File: src/rtl/env_census.sv
// env_census: raster-order census of the environment grid over a shared lookup port.
// Ports:
//   newLocClock, RESET_SIM          clock, async active-high reset
//   start                           begin a census (ignored unless idle)
//   scan_req / scan_gnt             lookup port ownership handshake
//   lookup_X, lookup_Y              address presented to the lookup port
//   lookup_sugar, lookup_signal     data for the address issued READ_LAT cycles earlier
//   busy, done                      census in progress / one-cycle results-valid pulse
//   sugar_count, signal_sum         sugar cell count, total signal
//   max_signal, max_X, max_Y        strongest signal and its first raster location
module env_census #(
    parameter int X_bits      = 8,
    parameter int Y_bits      = 7,
    parameter int SIGNAL_bits = 4,
    parameter int X_DIM       = 160,
    parameter int Y_DIM       = 120,
    parameter int READ_LAT    = 1
) (
    input  logic                      newLocClock,
    input  logic                      RESET_SIM,
    input  logic                      start,
    output logic                      scan_req,
    input  logic                      scan_gnt,
    output logic [X_bits-1:0]         lookup_X,
    output logic [Y_bits-1:0]         lookup_Y,
    input  logic                      lookup_sugar,
    input  logic [SIGNAL_bits-1:0]    lookup_signal,
    output logic                      busy,
    output logic                      done,
    output logic [14:0]               sugar_count,
    output logic [SIGNAL_bits+14:0]   signal_sum,
    output logic [SIGNAL_bits-1:0]    max_signal,
    output logic [X_bits-1:0]         max_X,
    output logic [Y_bits-1:0]         max_Y
);
    localparam int SW = SIGNAL_bits + 15;
    localparam logic [1:0] IDLE  = 2'd0;
    localparam logic [1:0] SCAN  = 2'd1;
    localparam logic [1:0] DRAIN = 2'd2;
    localparam logic [1:0] DONE  = 2'd3;

    logic [1:0]          state;
    logic [X_bits-1:0]   x;
    logic [Y_bits-1:0]   y;
    logic [READ_LAT-1:0] vld, vld_n;
    logic [X_bits-1:0]   px [READ_LAT];
    logic [Y_bits-1:0]   py [READ_LAT];
    logic                issue, last, x_end, accept;

    assign accept   = state == IDLE && start;
    assign issue    = state == SCAN && scan_gnt;
    assign x_end    = x == X_bits'(X_DIM - 1);
    assign last     = x_end && y == Y_bits'(Y_DIM - 1);
    // tag pipe after this edge; stage 0 takes the new tag, the top stage retires
    assign vld_n    = (vld << 1) | READ_LAT'(issue);
    assign scan_req = state == SCAN;
    assign busy     = state == SCAN || state == DRAIN;
    assign done     = state == DONE;
    // counter stops on the final cell, so the port holds the last issued address
    assign lookup_X = x;
    assign lookup_Y = y;

    always_ff @(posedge newLocClock or posedge RESET_SIM) begin
        if (RESET_SIM) begin
            state <= IDLE;
            x     <= '0;
            y     <= '0;
            vld   <= '0;
            for (int i = 0; i < READ_LAT; i++) begin
                px[i] <= '0;
                py[i] <= '0;
            end
        end else begin
            case (state)
                IDLE:    state <= start ? SCAN : IDLE;
                SCAN:    state <= issue && last ? DRAIN : SCAN;
                DRAIN:   state <= vld_n == '0 ? DONE : DRAIN;
                default: state <= IDLE;
            endcase
            if (accept) begin
                x <= '0;
                y <= '0;
            end else if (issue && !last) begin
                x <= x_end ? '0 : x + 1'b1;
                y <= x_end ? y + 1'b1 : y;
            end
            vld   <= vld_n;
            px[0] <= x;
            py[0] <= y;
            for (int i = 1; i < READ_LAT; i++) begin
                px[i] <= px[i-1];
                py[i] <= py[i-1];
            end
        end
    end

    always_ff @(posedge newLocClock or posedge RESET_SIM) begin
        if (RESET_SIM) begin
            sugar_count <= '0;
            signal_sum  <= '0;
            max_signal  <= '0;
            max_X       <= '0;
            max_Y       <= '0;
        end else if (accept) begin
            sugar_count <= '0;
            signal_sum  <= '0;
            max_signal  <= '0;
            max_X       <= '0;
            max_Y       <= '0;
        end else if (vld[READ_LAT-1]) begin
            sugar_count <= sugar_count + 15'(lookup_sugar);
            signal_sum  <= signal_sum + SW'(lookup_signal);
            // strict compare keeps the earliest raster cell on ties
            if (lookup_signal > max_signal) begin
                max_signal <= lookup_signal;
                max_X      <= px[READ_LAT-1];
                max_Y      <= py[READ_LAT-1];
            end
        end
    end
endmodule

File: config.mk
export PLATFORM = sky130hd
export DESIGN_NAME = env_census
export DESIGN_NICKNAME = d
export VERILOG_FILES = /design/src/rtl/env_census.sv
export SDC_FILE = /design/constraint.sdc
export NUM_CORES = 1
export LEC_CHECK = 0
export ABC_AREA = 1
export BUFFER_PORTS_ARGS = -buffer_cell sky130_fd_sc_hd__buf_2
export CORE_MARGIN = 2
export CORE_UTILIZATION = 56
export CTS_CLUSTER_DIAMETER = 120
export DETAILED_ROUTE_END_ITERATION = 8
export PLACE_DENSITY = 0.77
export SLEW_MARGIN = 30
export SYNTH_ARGS = -nofsm -noshare
export SYNTH_HDL_FRONTEND = slang
export SYNTH_SLANG_ARGS = --single-unit
File: constraint.sdc
create_clock -name newLocClock -period 3 [get_ports newLocClock]
set_clock_uncertainty 0.1 [all_clocks]
set_input_delay 0.45 -clock newLocClock [delete_from_list [all_inputs] [get_ports newLocClock]]
set_output_delay 0.45 -clock newLocClock [all_outputs]
set_load 0.02 [all_outputs]
==> qor.yml <==
run_status:
  status: "finished clean"
yosys:
  synth-async-reset-ratio: 1.00
  synth-edff-count: 0
  syn_area_per_cell_um2: 8.05
  synth_nets: 574
  syn_area_um2: 4410
  synthFlopType: "dfrtp_1"
  synth.distinct_cells: 37
  synth_seq_cells: 86
  syn_inst: 547
  ys_warn_count: 0
  yosysSeqAreaShare: 0.488
timing:
  relSlewSlack: 0.590
  setup_ws_ns: 0.855
  worst_slew_pin_slew_ns: 0.614
  period_minus_slack_ns: 2.15
  fin_crit_sh: 0.715
  setup_viol: 0
  finalHoldViolCount: 0
  tns_ns: 0
  slew_violations: 0
  max_freq_mhz: 466
  rsz0062_at_grt: "no"
power_and_ir_drop:
  totalPowerFinal_uw: 3480
  irDropWorstVdd_uv: 342
  p_leak_uw: 0.00281
  power_density_nw_per_um2: 685
worst_setup_path:
  crit_type: "reg -> reg"
  start_kind: "register"
  crit_slowest_cell: "buf_4"
  cp-end-kind: "register"
  path_buf_inv: 2
  worstPathArrival_ns: 2.31
  critical_path.top_delay_family: "simple AND/OR/NAND/NOR gates"
  worstPathMaxFanout: 52
  crit_required_ns: 3.16
  slowest_delay_ns: 0.46
  path_cells: "inv_1 -> ha_1 -> nand2_2 -> buf_4 -> nand2_1 -> nor2_1 -> nand3_1 -> o21ai_0"
clock_network:
  cts_made_buffers: 9
  cts_tree: "built"
  cts_max_level: 3
  holdBufCountCts: 0
  clkLatencyLatePin_ns: 0.35
  ctsResizeCount: 0
  root_buffer: "clkbuf_8"
  post_cts_buffers: 0
  cts.clk_slew.worst_paths_ns: 0.09
  clkSinkCount: 86
  cts_buffer_depth: 2
grt:
  grt_overflow_total: 0
  track_usage: 0.239
  grt_pass1_wl_um: 16400
  grt_pass1_vias: 3594
  antenna_found_initial: 0
  grt_max_degree: 53
die:
  floorplan.die.width_um: 92.7
  core_area_um2: 7690
  io_pins: 80
  start_util: 0.573
  rows: 32
  dieArea_um2: 8590
  fp.dieH_um: 92.7
routing:
  vias: 3902
  vias_per_cell: 5.30
  wl_per_cell_um: 13.3
  ant_nets: 0
  drt-initial-drc-count: 206
  drt_pass1_iterations: 4
  drc_errors: 0
  wl_um: 9760
worst_hold_path:
  hp-class: "in -> async"
placed_design:
  dp_hpwl_um: 7020
  dpl_cell_area_um2: 4900
  gp_congestion: 0.885
  dp_slack_ns: 0.788
  place.port_buffers: 79
final_layout:
  fill_cells: 702
  drive_above_1_share: 0.191
  area_growth_pct: 15.5
  nets: 656
  diodes: 0
  final_util: 0.662
  regArea_um2: 2150
  fin_area_um2: 5090
  multi_input_area_um2: 1940
job:
  maxCapViolCount: 0
[report_power, final]
| group | switching (µW) | total (µW) | internal [µW] | leakage [µW] |
|---|---|---|---|---|
| registers | 217 | 1600 | 1390 | 0.00115 |
| clock network | 420 | 748 | 328 | 0.0000930 |
| logic | 748 | 1130 | 382 | 0.00157 |
[logic make-up (layout without fill, tap and decap cells)]
logic type	count (synthesis)	after routing	synth area share
AND/OR/NAND/NOR	313	313	0.314
flip-flops	86	86	0.488
buffers and inverters	77	164	0.0707
AO/OA/AOI/OAI	48	48	0.0636
adder cells (fa/ha/maj)	18	18	0.0528
XOR/XNOR	5	5	0.00994
[area by class of cell]
class | instances | area share
inverters | 65 | 0.0482
flip-flops and latches | 86 | 0.423
clock buffers | 10 | 0.0271
clock inverters | 6 | 0.00861
multi-input cells | 384 | 0.382
well taps | 102 | 0.0251
repair buffers | 83 | 0.0861
[layout by cell type (no fill, tap or decap), types with 2 or more instances in the layout]
master	count
buf_4	3
clkinv_2	3
inv_2	3
o21ai_0	19
nand3_2	4
ha_1	17
dfrtp_1	86
nor3_1	7
nand4_1	17
nand3_1	57
inv_1	61
a21oi_1	16
nand2_4	2
buf_2	79
nand2_1	151
nor2_2	4
clkbuf_8	10
xor2_1	4
o21a_1	2
a22o_1	4
nand2_2	3
nor2_1	63
inv_6	2
[registers in the layout, summed over array words and instances (netlist names)]
name and flops:
lookup_X 8, lookup_Y 7, max_X 8, max_Y 7
max_signal 4, px 8, py 7, signal_sum 19
state 2, sugar_count 15, vld 1
[metrics by stage]
stage	hold slack [ns]	std cells
3_5_place_dp	0.328	720
6_report	0.0452	736
3_3_place_gp	0.325	720
4_1_cts	0.0557	736
2_1_floorplan	0.318	547
5_1_grt	0.0984	736
[cell usage after synthesis, types with 2 or more instances]
| cell type | instances | area, µm² |
|---|---|---|
| nand2_1 | 151 | 567 |
| dfrtp_1 | 86 | 2150 |
| nor2_1 | 63 | 236 |
| inv_1 | 62 | 233 |
| nand3_1 | 57 | 285 |
| o21ai_0 | 19 | 95.1 |
| ha_1 | 17 | 213 |
| nand4_1 | 17 | 106 |
| a21oi_1 | 16 | 80.1 |
| nor3_1 | 7 | 35.0 |
| a22o_1 | 4 | 35.0 |
| nand3_2 | 4 | 40.0 |
| nor2_2 | 4 | 25.0 |
| xor2_1 | 4 | 35.0 |
| buf_1 | 3 | 11.3 |
| buf_2 | 3 | 15.0 |
| clkbuf_1 | 3 | 11.3 |
| inv_2 | 3 | 11.3 |
| nand2_2 | 3 | 18.8 |
| buf_6 | 2 | 22.5 |
| nand2_4 | 2 | 22.5 |
| o21a_1 | 2 | 15.0 |
[worst reg2reg max path, stage by stage (launching register included)]
cell and delay, ns:
dfrtp_1 0.44, inv_1 0.08, ha_1 0.21, nand2_2 0.07
buf_4 0.46, nand2_1 0.34, nor2_1 0.21, nand3_1 0.09
o21ai_0 0.07
[metal layers]
metal	vias to the layer above	share of wire	GRT usage	routed length, µm
met5	-	0	0	0
met1	1843	0.45	0.324	4370
li1	1929	-	-	-
met3	11	0.056	0.0374	547
met2	119	0.48	0.395	4730
met4	0	0.012	0.0809	120
[path summary, 6_finish.rpt]
path                                       start         endpoint  slack (ns)  depth (start not counted)
worst max-delay path                    state[0]      lookup_X[7]        0.85                          8
worst min-delay path                   RESET_SIM         max_X[1]        0.05                          2
worst max register to register          state[0]      lookup_X[7]        0.85                          8
worst min register to register             py[5]         max_Y[5]        0.35                          2
max in group asynchronous              RESET_SIM  sugar_count[11]        2.08                          3
min in group newLocClock        lookup_signal[2]    max_signal[2]        0.25                          3
(Power assumes the default switching activity.)
